File: src/rtl/simplecpu_pkg.sv
// Shared sizing for the simple CPU: ROM geometry and fetch buffer depth,
// used by both the ROM model and the core's fetch unit.
package simplecpu_pkg;

    localparam int ADDR_SIZE   = 11;
    localparam int WORD_SIZE   = 9;
    localparam int FETCH_DEPTH = 2;

    // True when n is a power of two and at least 2 (valid buffer depth).
    function automatic bit depth_ok(input int n);
        return (n >= 2) && ((n & (n - 1)) == 0);
    endfunction

endpackage

File: src/rtl/fetch_fifo.sv
// Synchronous prefetch buffer: Depth entries of Width bits, with a
// single-cycle flush and an occupancy count used for fetch credit.
module fetch_fifo
    import simplecpu_pkg::*;
#(
    parameter int Width = WORD_SIZE + ADDR_SIZE,
    parameter int Depth = FETCH_DEPTH,
    localparam int PtrW = $clog2(Depth),
    localparam int CntW = PtrW + 1
) (
    input  logic             clk,
    input  logic             rst,
    input  logic             flush,
    input  logic             push,
    input  logic [Width-1:0] push_data,
    input  logic             pop,
    output logic [Width-1:0] rd_data,
    output logic             empty,
    output logic [CntW-1:0]  count
);

    logic [Width-1:0] mem_q [Depth];
    logic [Width-1:0] mem_d [Depth];
    logic [PtrW-1:0]  wr_ptr_q, wr_ptr_d;
    logic [PtrW-1:0]  rd_ptr_q, rd_ptr_d;
    logic [CntW-1:0]  count_q, count_d;

    // Pointer and count update; flush discards everything, including a
    // push arriving in the same cycle.
    always_comb begin
        wr_ptr_d = wr_ptr_q;
        rd_ptr_d = rd_ptr_q;
        count_d  = count_q;
        for (int i = 0; i < Depth; i++) mem_d[i] = mem_q[i];
        if (flush) begin
            wr_ptr_d = '0;
            rd_ptr_d = '0;
            count_d  = '0;
        end else begin
            if (push) begin
                mem_d[wr_ptr_q] = push_data;
                wr_ptr_d        = wr_ptr_q + PtrW'(1);
            end
            if (pop) rd_ptr_d = rd_ptr_q + PtrW'(1);
            count_d = count_q + CntW'(push) - CntW'(pop);
        end
    end

    // Control state with synchronous reset.
    always_ff @(posedge clk) begin
        if (rst) begin
            wr_ptr_q <= '0;
            rd_ptr_q <= '0;
            count_q  <= '0;
        end else begin
            wr_ptr_q <= wr_ptr_d;
            rd_ptr_q <= rd_ptr_d;
            count_q  <= count_d;
        end
    end

    // Storage needs no reset: the read port is masked while empty.
    always_ff @(posedge clk) begin
        for (int i = 0; i < Depth; i++) mem_q[i] <= mem_d[i];
    end

    assign empty   = (count_q == '0);
    assign count   = count_q;
    assign rd_data = empty ? '0 : mem_q[rd_ptr_q];

    // The fetch credit rule must keep the buffer from overflowing.
    a_no_overflow: assert property (@(posedge clk) disable iff (rst)
        !(push && !pop && !flush && (count_q == CntW'(Depth))));

    a_no_underflow: assert property (@(posedge clk) disable iff (rst)
        !(pop && empty));

endmodule

File: src/rtl/fetch_unit.sv
// Instruction fetch: issues sequential ROM reads under a credit limit so
// the prefetch buffer can never overflow, tags each returned word with its
// address, and flushes on redirect.
module fetch_unit
    import simplecpu_pkg::*;
#(
    parameter int AddrSize = ADDR_SIZE,
    parameter int WordSize = WORD_SIZE,
    parameter int Depth    = FETCH_DEPTH
) (
    input  logic                clk,
    input  logic                rst,
    output logic [AddrSize-1:0] rom_addr,
    output logic                rom_en,
    input  logic [WordSize-1:0] rom_do,
    output logic [WordSize-1:0] instr,
    output logic [AddrSize-1:0] instr_pc,
    output logic                instr_valid,
    input  logic                instr_ready,
    input  logic                redirect,
    input  logic [AddrSize-1:0] redirect_addr
);

    localparam int CntW = $clog2(Depth) + 1;
    localparam int EntW = WordSize + AddrSize;

    if (!depth_ok(Depth)) begin : g_bad_depth
        $error("fetch_unit: Depth must be a power of two >= 2");
    end

    logic [AddrSize-1:0] fetch_pc_q, fetch_pc_d;
    logic [AddrSize-1:0] inflight_pc_q, inflight_pc_d;
    logic                inflight_q, inflight_d;

    logic                pop;
    logic                push;
    logic [CntW:0]       credit_used;
    logic [CntW-1:0]     fifo_count;
    logic                fifo_empty;
    logic [EntW-1:0]     fifo_rd;
    logic [EntW-1:0]     fifo_wr;

    // Issue, credit and redirect decisions for this cycle.
    always_comb begin
        // A redirect flushes, so a simultaneous consumer accept is dropped.
        pop  = instr_valid & instr_ready & ~redirect;
        // The response returning now belongs to the old stream on redirect.
        push = inflight_q & ~redirect;
        // Slots committed: buffered words plus the one still coming back,
        // minus the slot being freed this cycle.
        credit_used = (CntW+1)'(fifo_count) + (CntW+1)'(inflight_q)
                    - (CntW+1)'(pop);
        rom_en = ~rst & ~redirect & (credit_used < (CntW+1)'(Depth));

        fetch_pc_d    = fetch_pc_q;
        inflight_pc_d = inflight_pc_q;
        inflight_d    = rom_en;
        if (redirect) begin
            fetch_pc_d = redirect_addr;
        end else if (rom_en) begin
            fetch_pc_d    = fetch_pc_q + AddrSize'(1);
            inflight_pc_d = fetch_pc_q;
        end
        fetch_pc_d = fetch_pc_d;
    end

    // Fetch state; reset outranks redirect and drops any in-flight read.
    always_ff @(posedge clk) begin
        if (rst) begin
            fetch_pc_q    <= '0;
            inflight_pc_q <= '0;
            inflight_q    <= 1'b0;
        end else begin
            fetch_pc_q    <= fetch_pc_d;
            inflight_pc_q <= inflight_pc_d;
            inflight_q    <= inflight_d;
        end
    end

    // rom_do is only looked at when a live response is due this cycle.
    assign fifo_wr = push ? {rom_do, inflight_pc_q} : '0;

    fetch_fifo #(
        .Width (EntW),
        .Depth (Depth)
    ) u_fifo (
        .clk       (clk),
        .rst       (rst),
        .flush     (redirect),
        .push      (push),
        .push_data (fifo_wr),
        .pop       (pop),
        .rd_data   (fifo_rd),
        .empty     (fifo_empty),
        .count     (fifo_count)
    );

    assign rom_addr    = fetch_pc_q;
    assign instr_valid = ~fifo_empty;
    assign instr       = fifo_rd[EntW-1:AddrSize];
    assign instr_pc    = fifo_rd[AddrSize-1:0];

endmodule
File: config.mk
export PLATFORM = sky130hd
export DESIGN_NAME = fetch_unit
export DESIGN_NICKNAME = d
export VERILOG_FILES = /design/src/rtl/simplecpu_pkg.sv /design/src/rtl/fetch_fifo.sv /design/src/rtl/fetch_unit.sv
export SDC_FILE = /design/constraint.sdc
export NUM_CORES = 1
export LEC_CHECK = 0
export CAP_MARGIN = 20
export CORE_UTILIZATION = 46
export DETAILED_ROUTE_END_ITERATION = 8
export PLACE_DENSITY = 0.85
export SETUP_SLACK_MARGIN = 0.1
export SYNTH_ARGS = -nofsm -noshare
export SYNTH_HDL_FRONTEND = slang
export SYNTH_HIERARCHICAL = 1
export SYNTH_SLANG_ARGS = --single-unit
File: constraint.sdc
create_clock -name clk -period 3.6 [get_ports clk]
set_input_delay 0.72 -clock clk [delete_from_list [all_inputs] [get_ports clk]]
set_output_delay 0.72 -clock clk [all_outputs]
set_load 0.02 [all_outputs]
==> flow_metrics.tcl, run 1 <==
set metrics [dict create \
    dieArea_um2 6760 \
    drc_errors 0 \
    synth_commonest_cells "40 x edfxtp_1, 34 x nand2_1, 28 x dfxtp_1, 22 x nor2_1, 21 x and2_1" \
    syn_inst 263 \
    worstSetupPathType "input pin to output port" \
    postRouteAntennaNets 0 \
    fin_tns_setup_ps 0 \
    period_share 0.960 \
    yosys_warnings 6 \
    pre_cts_ws_ps -937 \
    vias 2173 \
    synth_area_leaders "edfxtp_1 41%, dfxtp_1 19%, mux2i_1 6.8%" \
    pwr_density_cell_nw_per_um2 401 \
    r2r_start "u_fifo/count[1]" \
    ctsLongestPathBuffers 2 \
    grtUsageTotal 0.181 \
    min_to "inflight_pc_q[1]" \
    post-dp-hpwl_um 3820 \
    cellLeakagePower_nw 1.33 \
    num_antenna_cells 0 \
    nFillCells 455 \
    critPathLaunchType "input pin" \
    port_buffers 56 \
    setup_ws_ps 143 \
    crit_chain "clkdlybuf4s15_1 > and3_4 > ha_4 > nand2b_4 > fa_1 > or3b_4 > or2_4 > clkinv_4 > buf_6" \
    slowest_delay_ps 510 \
    worstPathArrival_ps 2740 \
    critPathBufInv 3 \
    hold_violations 0 \
    crit_family "simple AND/OR/NAND/NOR gates" \
    synth_top_area_share 0.406 \
    drive_above_1_share 0.130 \
    worstReg2RegEnd "rom_addr[9]" \
    nets 364 \
    rsz0062_at_grt "no" \
    vias_per_cell 5.25 \
    min_from "inflight_pc_q[1]" \
    async_reset_ff_frac 0 \
    worst_pin_slew_ps 355 \
    grt_pass1_wl_um 8950 \
    routabilityCongestion 0.897 \
    rows 28 \
    path_max_fanout 2 \
    wl_um 5540 \
    clock_skew_ps 8.40 \
    ys.flop_type "edfxtp_1" \
    drv_cap 0 \
    netlist_area_um2 2960 \
    endpoint_kind "output port" \
    r2r_cells 11 \
    total_power_mw 1.57 \
    wl_per_cell_um 13.4 \
    grt_start_max_net_pins 29 \
    relSlewSlack 0.761 \
    max_clock_freq_mhz 289 \
    slew_violations 0 \
    min_path_cells 2 \
    chipHeight_um 82.2 \
    clk_pin_slew_ps 60 \
    clk_latency_ps 330 \
    start_util 0.489 \
    cts-root-buf "clkbuf_8" \
    drt_iter0_drc 148 \
    antenna_found_initial 0 \
    fin_util 0.647 \
    cts_tree "built" \
    numCtsBuffers 9 \
    io_pins 57 \
    cts_hold_buf 0 \
    r2r_setup_slack_ps 420 \
    syn_avg_cell_area_um2 11.3 \
    htree_levels 3 \
    layout_min_cycle_time_ps 3460 \
    placed_area_um2 3720 \
    synth-seq-area-share 0.595 \
    finalSetupViolCount 0 \
    cts_sinks 68 \
    outcome "complete, no violations" \
    die_w_um 82.2 \
    crit_slowest_cell "fa_1" \
    synth_top_area_cell "edfxtp_1" \
    ir_drop_v 0.000274 \
    synth_edf_count 40 \
    gr-total-overflow 0 \
    synth_nets 292 \
    syn2layout_area_growth_pct 32.4 \
    yosys_register_bits 68 \
    core-area_um2 6060 \
    synth_most_common_cell "edfxtp_1" \
    yosysUniqueCellTypes 41 \
    worstPathRequired_ps 2880 \
    grt_pass1_vias 2030 \
    hold_path.class "register to register" \
    fin_area_um2 3920 \
    drt_first_pass_iters 4 \
]
[tightest hold or removal path, stage by stage (launching register included)]
cell and delay, ps:
dfxtp_1 300, nand2_1 50, a21oi_1 50
[kinds of logic after synthesis]
logic type                 count (synthesis)  synth area share
and+or+nand+nor                          106             0.180
DFF                                       68             0.595
AOI/OAI and AO/OA                         33            0.0718
buffers and inverters                     25            0.0389
muxes                                     21            0.0714
xor gates and xnor gates                   5            0.0194
adders and majority gates                  5            0.0237
[where the power goes]
part           leakage [nW]  internal [mW]  switching, mW  total [mW]
Combinational         0.687         0.0789         0.0760       0.155
Clock                0.0879          0.313          0.252       0.566
Sequential            0.558          0.836         0.0152       0.851
Total                  1.33           1.23          0.344        1.57
[how the worst max path moves through the flow]
| stage | startpoint | end | slack (ps) | depth (start not counted) |
|---|---|---|---|---|
| finish | instr_ready | rom_en | 140 | 9 |
| global route | u_fifo/count[1] | rom_en | 80 | 10 |
| CTS | redirect | rom_en | 110 | 10 |
| detailed placement | redirect | rom_en | -940 | 10 |
| global placement | redirect | rom_en | -890 | 10 |
| floorplan | redirect | rom_en | 40 | 11 |
[cell usage in the layout, fill, tap and decap left out, drive strengths merged, types with 3 or more instances in the layout]
cell type and instances:
clkdlybuf4s50 53, edfxtp 40, nand2 34, dfxtp 28, and2 22, nor2 22
buf 22, mux2i 20, a21oi 14, clkbuf 12, inv 9, a31oi 8
o311ai 5, nor3 5, nand4 4, or4 4, ha 4, xnor2 3
clkinv 3
[registers in the layout, summed over array words and instances (netlist names), named ones only]
register and flops:
rom_addr 11, u_fifo/wr_ptr_q 1, inflight_q 1, u_fifo/count 2, u_fifo/rd_ptr_q 1, u_fifo/mem_q 40
inflight_pc_q 11
[per-layer routing]
metal,part of all wire,track usage,vias to the layer above
met2,0.49,0.302,72
met1,0.44,0.220,1020
li1,-,-,1074
met4,0.012,0.0702,0
met3,0.060,0.0538,7
met5,0,0,-
[final cells by class]
cell class | count | area, µm² | area share
clock buffers | 12 | 135 | 0.0345
clock inverters | 3 | 38.8 | 0.00989
inverters | 10 | 55.1 | 0.0140
flip-flops and latches | 68 | 1760 | 0.449
repair buffers | 76 | 713 | 0.182
multi-input cells | 170 | 1120 | 0.286
well taps | 75 | 93.8 | 0.0239
[through the flow]
stage	instances	hold slack [ps]
6_report	414	450
5_1_grt	414	473
4_1_cts	411	453
3_5_place_dp	396	445
3_3_place_gp	396	438
2_1_floorplan	263	432
[repair_timing]
item,CTS,global route
pin swaps,3,5
gates cloned,0,0
resized for setup,14,5
buffers inserted,0,3
setup endpoints to repair,7,1
Power figures use the tool's default switching activity.
==> run 2: changes to the inputs <==
--- a/config.mk
+++ b/config.mk
@@ -5,11 +5,13 @@
 export SDC_FILE = /design/constraint.sdc
 export NUM_CORES = 1
 export LEC_CHECK = 0
+export ABC_AREA = 1
 export CAP_MARGIN = 20
-export CORE_UTILIZATION = 46
+export CORE_UTILIZATION = 47
 export DETAILED_ROUTE_END_ITERATION = 8
 export PLACE_DENSITY = 0.85
 export SETUP_SLACK_MARGIN = 0.1
+export SKIP_LAST_GASP = 1
 export SYNTH_ARGS = -nofsm -noshare
 export SYNTH_HDL_FRONTEND = slang
 export SYNTH_HIERARCHICAL = 1
==> flow_metrics.tcl, run 2 <==
set metrics [dict create \
    worstPathArrival_ps 2630 \
    largest_register "u_fifo/mem_q" \
    worst_pin_slew_ps 758 \
    synth_nets 392 \
    ir_drop_v 0.000202 \
    worstPathRequired_ps 2880 \
    finalSetupViolCount 0 \
    grtUsageTotal 0.200 \
    grt_start_max_net_pins 31 \
    start_util 0.498 \
    grt_pass1_vias 2508 \
    met3WireLength_um 297 \
    hold_path.class "register to register" \
    r2r_cells 15 \
    largest_reg_flops 40 \
    cts_tree "built" \
    path_max_fanout 2 \
    htree_levels 3 \
    die_w_um 85.0 \
    slew_violations 0 \
    core-area_um2 6490 \
    endpoint_kind "output port" \
    syn2layout_area_growth_pct 24.6 \
    syn_avg_cell_area_um2 8.91 \
    nFillCells 556 \
    async_reset_ff_frac 0 \
    io_pins 57 \
    netlist_area_um2 3240 \
    ctsLongestPathBuffers 2 \
    cts-root-buf "clkbuf_8" \
    synth_top_area_share 0.371 \
    fin_tns_setup_ps 0 \
    post-dp-hpwl_um 4460 \
    clk_latency_ps 340 \
    routabilityCongestion 0.834 \
    vias_per_cell 5.03 \
    rows 29 \
    clock_skew_ps 5.94 \
    cts_hold_buf 0 \
    total_power_mw 1.63 \
    drc_errors 6 \
    dieArea_um2 7220 \
    hold_violations 0 \
    synth_edf_count 40 \
    cts_sinks 68 \
    postRouteAntennaNets 0 \
    post_cts_buffers 0 \
    layout_common_cells "94 x nand2_1, 55 x clkdlybuf4s50_1, 43 x inv_1" \
    synth_most_common_cell "nand2_1" \
    ys.flop_type "edfxtp_1" \
    highest_layer "met4" \
    numCtsBuffers 9 \
    chipHeight_um 85.0 \
    wl_per_cell_um 12.9 \
    synth-seq-area-share 0.544 \
    syn_inst 363 \
    vias 2537 \
    gr-total-overflow 0 \
    cellLeakagePower_nw 1.51 \
    yosys_register_bits 68 \
    critPathLaunchType "input pin" \
    rsz0062_at_grt "no" \
    failed_checks "DRC" \
    wl_um 6520 \
    met2_wirelength_um 3330 \
    period_share 0.930 \
    drv_cap 0 \
    clk_pin_slew_ps 70 \
    layout_min_cycle_time_ps 3350 \
    drive_above_1_share 0.143 \
    synth_area_leaders "edfxtp_1 37%, dfxtp_1 17%, nand2_1 11%" \
    yosys_warnings 6 \
    port_buffers 56 \
    synth_top_area_cell "edfxtp_1" \
    pwr_density_cell_nw_per_um2 405 \
    min_path_cells 2 \
    synth_commonest_cells "94 x nand2_1, 43 x inv_1, 40 x edfxtp_1, 39 x nor2_1, 28 x dfxtp_1" \
    layout_commonest_cell "nand2_1" \
    nets 451 \
    drt_iter0_drc 110 \
    grt_pass1_wl_um 11100 \
    num_antenna_cells 0 \
    max_clock_freq_mhz 299 \
    antenna_found_initial 0 \
    drt_first_pass_iters 8 \
    outcome "complete, but fails checks" \
    worstSetupPathType "input pin to output port" \
    relSlewSlack 0.494 \
    yosysUniqueCellTypes 29 \
    wl_met1_um 2790 \
]
## run 2: changes by cell type in the layout (fill, tap and decap cells not counted), sizes merged, moves of 12 or more
cell,before,now
and2,22,0
nand3,1,22
o21ai,0,12
inv,9,46
nor2,22,44
nand2,34,98
mux2i,20,0
buf,22,9
a21oi,14,40
## run 2: path summary, 6_finish.rpt
path | slack, ps | endpoint | start
min | 450 | inflight_pc_q[5] | inflight_pc_q[5]
max reg2reg | 1000 | rom_addr[8] | u_fifo/count[1]
min reg2reg | 450 | inflight_pc_q[5] | inflight_pc_q[5]
max | 250 | rom_en | instr_ready
## run 2: per-layer routing
layer / up-vias / GRT usage
li1: 1284 / -
met1: 1169 / 0.238
met2: 73 / 0.350
met3: 11 / 0.0360
met4: 0 / 0.0955
met5: - / 0
## run 2: cell families after synthesis
kind of cell / after synthesis / share of synthesized area
xor+xnor: 3 / 0.00812
compound gates: 56 / 0.114
fa+ha+maj: 5 / 0.0217
flops: 68 / 0.544
buf+inv: 62 / 0.0944
simple gates: 169 / 0.217
## run 2: critical path, cell delays in order
cell,delay [ps]
clkdlybuf4s50_1,460
nand2_1,60
nor2_2,100
ha_1,240
inv_1,50
nand2_1,50
fa_1,520
nand3_2,120
nor2_4,150
buf_4,150
## run 2: area by class of cell
class | instances | area, µm² | area share
clock buffer | 9 | 124 | 0.0307
timing repair buffer | 64 | 618 | 0.153
tap | 77 | 96.3 | 0.0239
inverter | 46 | 178 | 0.0441
sequential | 68 | 1760 | 0.437
multi-input combinational | 233 | 1190 | 0.294
clock inverter | 7 | 67.6 | 0.0168
## run 2: repair_timing
action	4_1_cts	5_1_grt
endpoints found under the hold margin	0	0
endpoints found under the setup margin	1	1
resized for setup	4	3
pin swaps	0	0
## run 2: where the power goes
group	switching, mW	internal [mW]	total [mW]
sequential	0.0199	0.841	0.861
clock	0.284	0.316	0.600
combinational	0.0937	0.0776	0.171
## run 2: metrics by stage
| stage | cells | instance area, µm² | hold WS (ps) | util | setup slack (ps) |
|---|---|---|---|---|---|
| finish | 504 | 4030 | 454 | 0.621 | 251 |
| global route | 504 | 4030 | 483 | 0.621 | 71.9 |
| CTS | 504 | 4020 | 456 | 0.619 | 174 |
| detailed placement | 488 | 3830 | 444 | 0.590 | -257 |
| global placement | 488 | 3830 | 439 | 0.590 | -269 |
| floorplan | 363 | 3240 | 429 | - | 506 |
==> run 3: changes to the inputs <==
--- a/config.mk
+++ b/config.mk
@@ -7,9 +7,11 @@
 export LEC_CHECK = 0
 export ABC_AREA = 1
 export CAP_MARGIN = 20
-export CORE_UTILIZATION = 47
+export CORE_MARGIN = 4
+export CORE_UTILIZATION = 45
+export CTS_CLUSTER_DIAMETER = 100
 export DETAILED_ROUTE_END_ITERATION = 8
-export PLACE_DENSITY = 0.85
+export PLACE_DENSITY = 0.83
 export SETUP_SLACK_MARGIN = 0.1
 export SKIP_LAST_GASP = 1
 export SYNTH_ARGS = -nofsm -noshare
==> flow_metrics.tcl, run 3 (synthesis results as in run 2) <==
set metrics [dict create \
    slew_violations 0 \
    drc_errors 0 \
    wl_per_cell_um 12.3 \
    wl_um 6430 \
    grtUsageTotal 0.159 \
    drt_first_pass_iters 5 \
    fin_util 0.587 \
    highest_layer "met4" \
    drv_cap 0 \
    met3WireLength_um 313 \
    gr-total-overflow 0 \
    cts_sinks 68 \
    grt_start_max_net_pins 31 \
    ctsLongestPathBuffers 2 \
    clk_pin_slew_ps 70 \
    endpoint_kind "output port" \
    clock_skew_ps 6.68 \
    io_pins 57 \
    min_path_cells 2 \
    hold_path.class "register to register" \
    nets 452 \
    worstPathRequired_ps 2880 \
    wl_met1_um 2830 \
    grt_pass1_vias 2514 \
    pwr_density_cell_nw_per_um2 401 \
    placed_area_um2 3870 \
    drive_above_1_share 0.138 \
    numCtsBuffers 9 \
    cts-root-buf "clkbuf_8" \
    dieArea_um2 8610 \
    max_clock_freq_mhz 297 \
    layout_min_cycle_time_ps 3370 \
    cts_tree "built" \
    relSlewSlack 0.669 \
    critPathLaunchType "input pin" \
    chipHeight_um 92.8 \
    core-area_um2 6910 \
    worstReg2RegEnd "rom_addr[3]" \
    syn2layout_area_growth_pct 25.3 \
    r2r_start "u_fifo/count[1]" \
    met2_wirelength_um 3230 \
    hold_violations 0 \
    r2r_setup_slack_ps 910 \
    cellLeakagePower_nw 1.51 \
    rsz0062_at_grt "no" \
    postRouteAntennaNets 0 \
    antenna_found_initial 0 \
    port_buffers 56 \
    vias_per_cell 4.78 \
    min_to "inflight_pc_q[9]" \
    rows 30 \
    period_share 0.937 \
    pre_cts_ws_ps -290 \
    largest_reg_flops 40 \
    htree_levels 3 \
    min_from "inflight_pc_q[9]" \
    worstPathArrival_ps 2650 \
    finalSetupViolCount 0 \
    num_antenna_cells 0 \
    die_w_um 92.8 \
    grt_pass1_wl_um 11100 \
    largest_register "u_fifo/mem_q" \
    post-dp-hpwl_um 4480 \
    vias 2503 \
    clk_latency_ps 330 \
    layout_commonest_cell "nand2_1" \
    worstSetupPathType "input pin to output port" \
    start_util 0.468 \
    outcome "complete, no violations" \
    fin_area_um2 4050 \
    drt_iter0_drc 102 \
    routabilityCongestion 0.821 \
    path_max_fanout 2 \
    ir_drop_v 0.000220 \
    worst_pin_slew_ps 494 \
    layout_common_cells "94 x nand2_1, 55 x clkdlybuf4s50_1, 43 x inv_1" \
    setup_ws_ps 228 \
    r2r_cells 18 \
]
[run 3: metal layers]
layer | track usage | up-vias
met5 | 0 | -
met4 | 0.0562 | 0
met3 | 0.0374 | 8
met2 | 0.284 | 76
met1 | 0.185 | 1134
li1 | - | 1285
[run 3: how the worst max path moves through the flow]
| stage | from | slack, ps | cells past startpoint | to |
|---|---|---|---|---|
| 6_report | instr_ready | 230 | 10 | rom_en |
| 4_1_cts | instr_ready | 140 | 10 | rom_en |
| 3_5_place_dp | instr_ready | -290 | 10 | rom_en |
| 5_1_grt | instr_ready | 110 | 10 | rom_en |
| 2_1_floorplan | redirect | 510 | 9 | rom_en |
| 3_3_place_gp | instr_ready | -290 | 10 | rom_en |
[run 3: area by class of cell]
class,instances,area (µm²)
sequential,68,1760
inverter,46,178
timing repair buffer,65,626
clock buffer,12,135
tap,96,120
multi-input combinational,233,1180
clock inverter,4,50.0
fill,619,2850
[run 3: through the flow]
step	hold WS [ps]	power, mW	instances	setup TNS [ps]
after floorplan	429	0.975	363	0
after global placement	440	1.04	508	-288
after detailed placement	446	1.05	508	-290
after CTS	457	1.64	524	0
after global routing	484	1.70	524	0
final	458	1.63	524	0
[run 3: worst max-delay path, cell delays in order]
cell and delay (ps):
clkdlybuf4s50_1 450, nand2_1 50, nor2_1 140, ha_1 250, inv_1 50, nand2_1 50
fa_1 520, nand3_2 120, nor2_4 150, buf_4 150
[run 3: power by group]
group	switching [mW]	leakage, nW	internal, mW
sequential	0.0197	0.575	0.841
clock	0.274	0.0866	0.320
combinational	0.0934	0.849	0.0776
[run 3: what timing repair did]
| item | 4_1_cts | 5_1_grt |
|---|---|---|
| resized for setup | 4 | 2 |
| setup buffers | 0 | 0 |
| hold buffers | 0 | 0 |
| endpoints found under the setup margin | 1 | 1 |
==> patch, RTL diff (flow settings as in run 2) <==
Set the package constant `WORD_SIZE` to 10 (it was 9).
--- a/src/rtl/simplecpu_pkg.sv
+++ b/src/rtl/simplecpu_pkg.sv
@@ -4,5 +4,5 @@
 
     localparam int ADDR_SIZE   = 11;
-    localparam int WORD_SIZE   = 9;
+    localparam int WORD_SIZE   = 10;
     localparam int FETCH_DEPTH = 2;
 
Ports: changed (resized instr and rom_do); port bits go from 57 to 59. The function was not compared with the original's and may differ.
==> patch against run 2 <==
Final area rose by 4.3%; die area rose by 2.5%; final cell count rose by 5.8%; area after synthesis rose by 2.5%; routed wire length fell by 4.1%; sequential cell count rose by 2; worst setup slack improved by 0.019 ns; non-clock buffer count rose by 3; power rose by 8.5%; worst hold slack barely moved; core utilization fell by 0.15 points; critical path type unchanged; critical endpoint unchanged.
==> patch: results (changes against run 2) <==
| Metric | Value |
|---|---|
| Fin nets | `462 (+2.4%)` |
| Post-layout util | `0.619 (-0.00154)` |
| CP startpoint | `instr_ready` |
| Final GP Congestion | `0.818 (-1.9%)` |
| Top post-synthesis cells by area | `edfxtp_1 38%, dfxtp_1 17%, nand2_1 11%, a21oi_2 5.5%, inv_1 5.0%` |
| Vias in the first global route | `2383 (-5.0%)` |
| Post-CTS sizing | `4 (unchanged)` |
| Initial DRT Pass Iterations | `4 (-4)` |
| Register-to-Register Path Depth | `13 (-2)` |
| Reg2Reg Capture Point | `inflight_pc_q[2]` |
| R2R Setup Slk | `0.97 ns (-0.03 ns)` |
| Status | `completed` |
| Proportion of layout cells with a drive suffix above 1 | `0.146 (+0.00360)` |
| Number of flops mapped to enable cells by yosys | `42 (+5.0%)` |
| Seq/Total Area, Yosys | `0.549 (+0.00476)` |
| Dpl hpwl | `4380 um (-1.8%)` |
| Clk_skew | `0.00488 ns (-0.00107 ns)` |
| Filler Cells Inserted | `575 (+3.4%)` |
| Synth cell types | `29 (unchanged)` |
| Clock root cell | `clkbuf_8` |
| 1st-iter DRT viols | `139 (+26%)` |
| Arrival @ worst endpoint | `2.61 ns (-0.02 ns)` |
| Mapped Nets | `400 (+2.0%)` |
| Internal power | `0.00137 W (+11%)` |
| # port buffers | `58 (+3.6%)` |
| Maximum fanout along the worst path | `2 (unchanged)` |
| Largest register FFs | `42 (+5.0%)` |
| DR vias | `2531 (-0.24%)` |
| First-pass GRT wire length | `10300 um (-7.0%)` |
| Lkg Pwr | `1.58 nW (+4.4%)` |
| Total wire length | `6250 um (-4.1%)` |
| GRT Total Usage | `0.183 (-0.0169)` |
| Area post-placement | `3970 um^2 (+3.5%)` |
| CP peak stage delay | `0.52 ns (about the same)` |
| Peak supply drop | `0.204 mV (+1.0%)` |
| Most frequent cells after synthesis | `95 x nand2_1, 44 x inv_1, 42 x edfxtp_1, 40 x nor2_1, 28 x dfxtp_1` |
| Clock-pin slew on the worst setup and hold paths | `0.07 ns (about the same)` |
| Slew of the pin with the lowest slew margin | `0.485 ns (-0.272 ns)` |
==> patch: logic make-up after synthesis <==
family	Yosys count	share of synthesized area
and+or+nand+nor	172	0.216
adders and majority gates	5	0.0211
DFF	70	0.549
xor gates and xnor gates	3	0.00792
AOI/OAI and AO/OA	57	0.113
buffers and inverters	63	0.0928
==> patch: routing by layer <==
metal	part of all wire	track usage
met5	0	0
met2	0.51	0.314
met1	0.43	0.213
met3	0.046	0.0472
met4	0.012	0.0894
==> patch: critical path: cells and delay by family <==
kind	cells	cell delay, ns
buffers and inverters	3	0.66
AND/OR/NAND/NOR	5	0.47
adder cells (fa/ha/maj)	2	0.75
==> patch: power groups by stage <==
stage / clock network [W] / logic (W) / registers (W)
global placement: 0 / 0.000168 / 0.000903
floorplan: 0 / 0.0000940 / 0.000908
CTS: 0.000721 / 0.000173 / 0.000886
global route: 0.000769 / 0.000191 / 0.000889
finish: 0.000711 / 0.000173 / 0.000886
detailed placement: 0 / 0.000173 / 0.000904
==> patch: final cells by class <==
cell class / count / share of cell area
flip-flops and latches: 70 / 0.433
multi-input cells: 237 / 0.286
repair buffers: 67 / 0.153
inverters: 47 / 0.0431
clock buffers: 11 / 0.0360
well taps: 96 / 0.0286
clock inverters: 5 / 0.0193
==> patch: worst min-delay path by stage <==
stage,endpoint,depth (start not counted),start,slack (ns)
2_1_floorplan,inflight_pc_q[10],2,inflight_pc_q[10],0.43
3_3_place_gp,inflight_pc_q[2],2,inflight_pc_q[2],0.44
3_5_place_dp,inflight_pc_q[1],2,inflight_pc_q[1],0.45
4_1_cts,inflight_pc_q[1],2,inflight_pc_q[1],0.46
5_1_grt,inflight_pc_q[1],2,inflight_pc_q[1],0.48
6_report,inflight_pc_q[1],2,inflight_pc_q[1],0.45
==> patch: per-stage QoR <==
step                hold WS (ns)  cells  setup slack [ns]
floorplan                  0.429    370             0.506
global placement           0.439    517            -0.261
detailed placement         0.446    517            -0.257
CTS                        0.458    533             0.169
global route               0.476    533             0.123
finish                     0.453    533             0.270
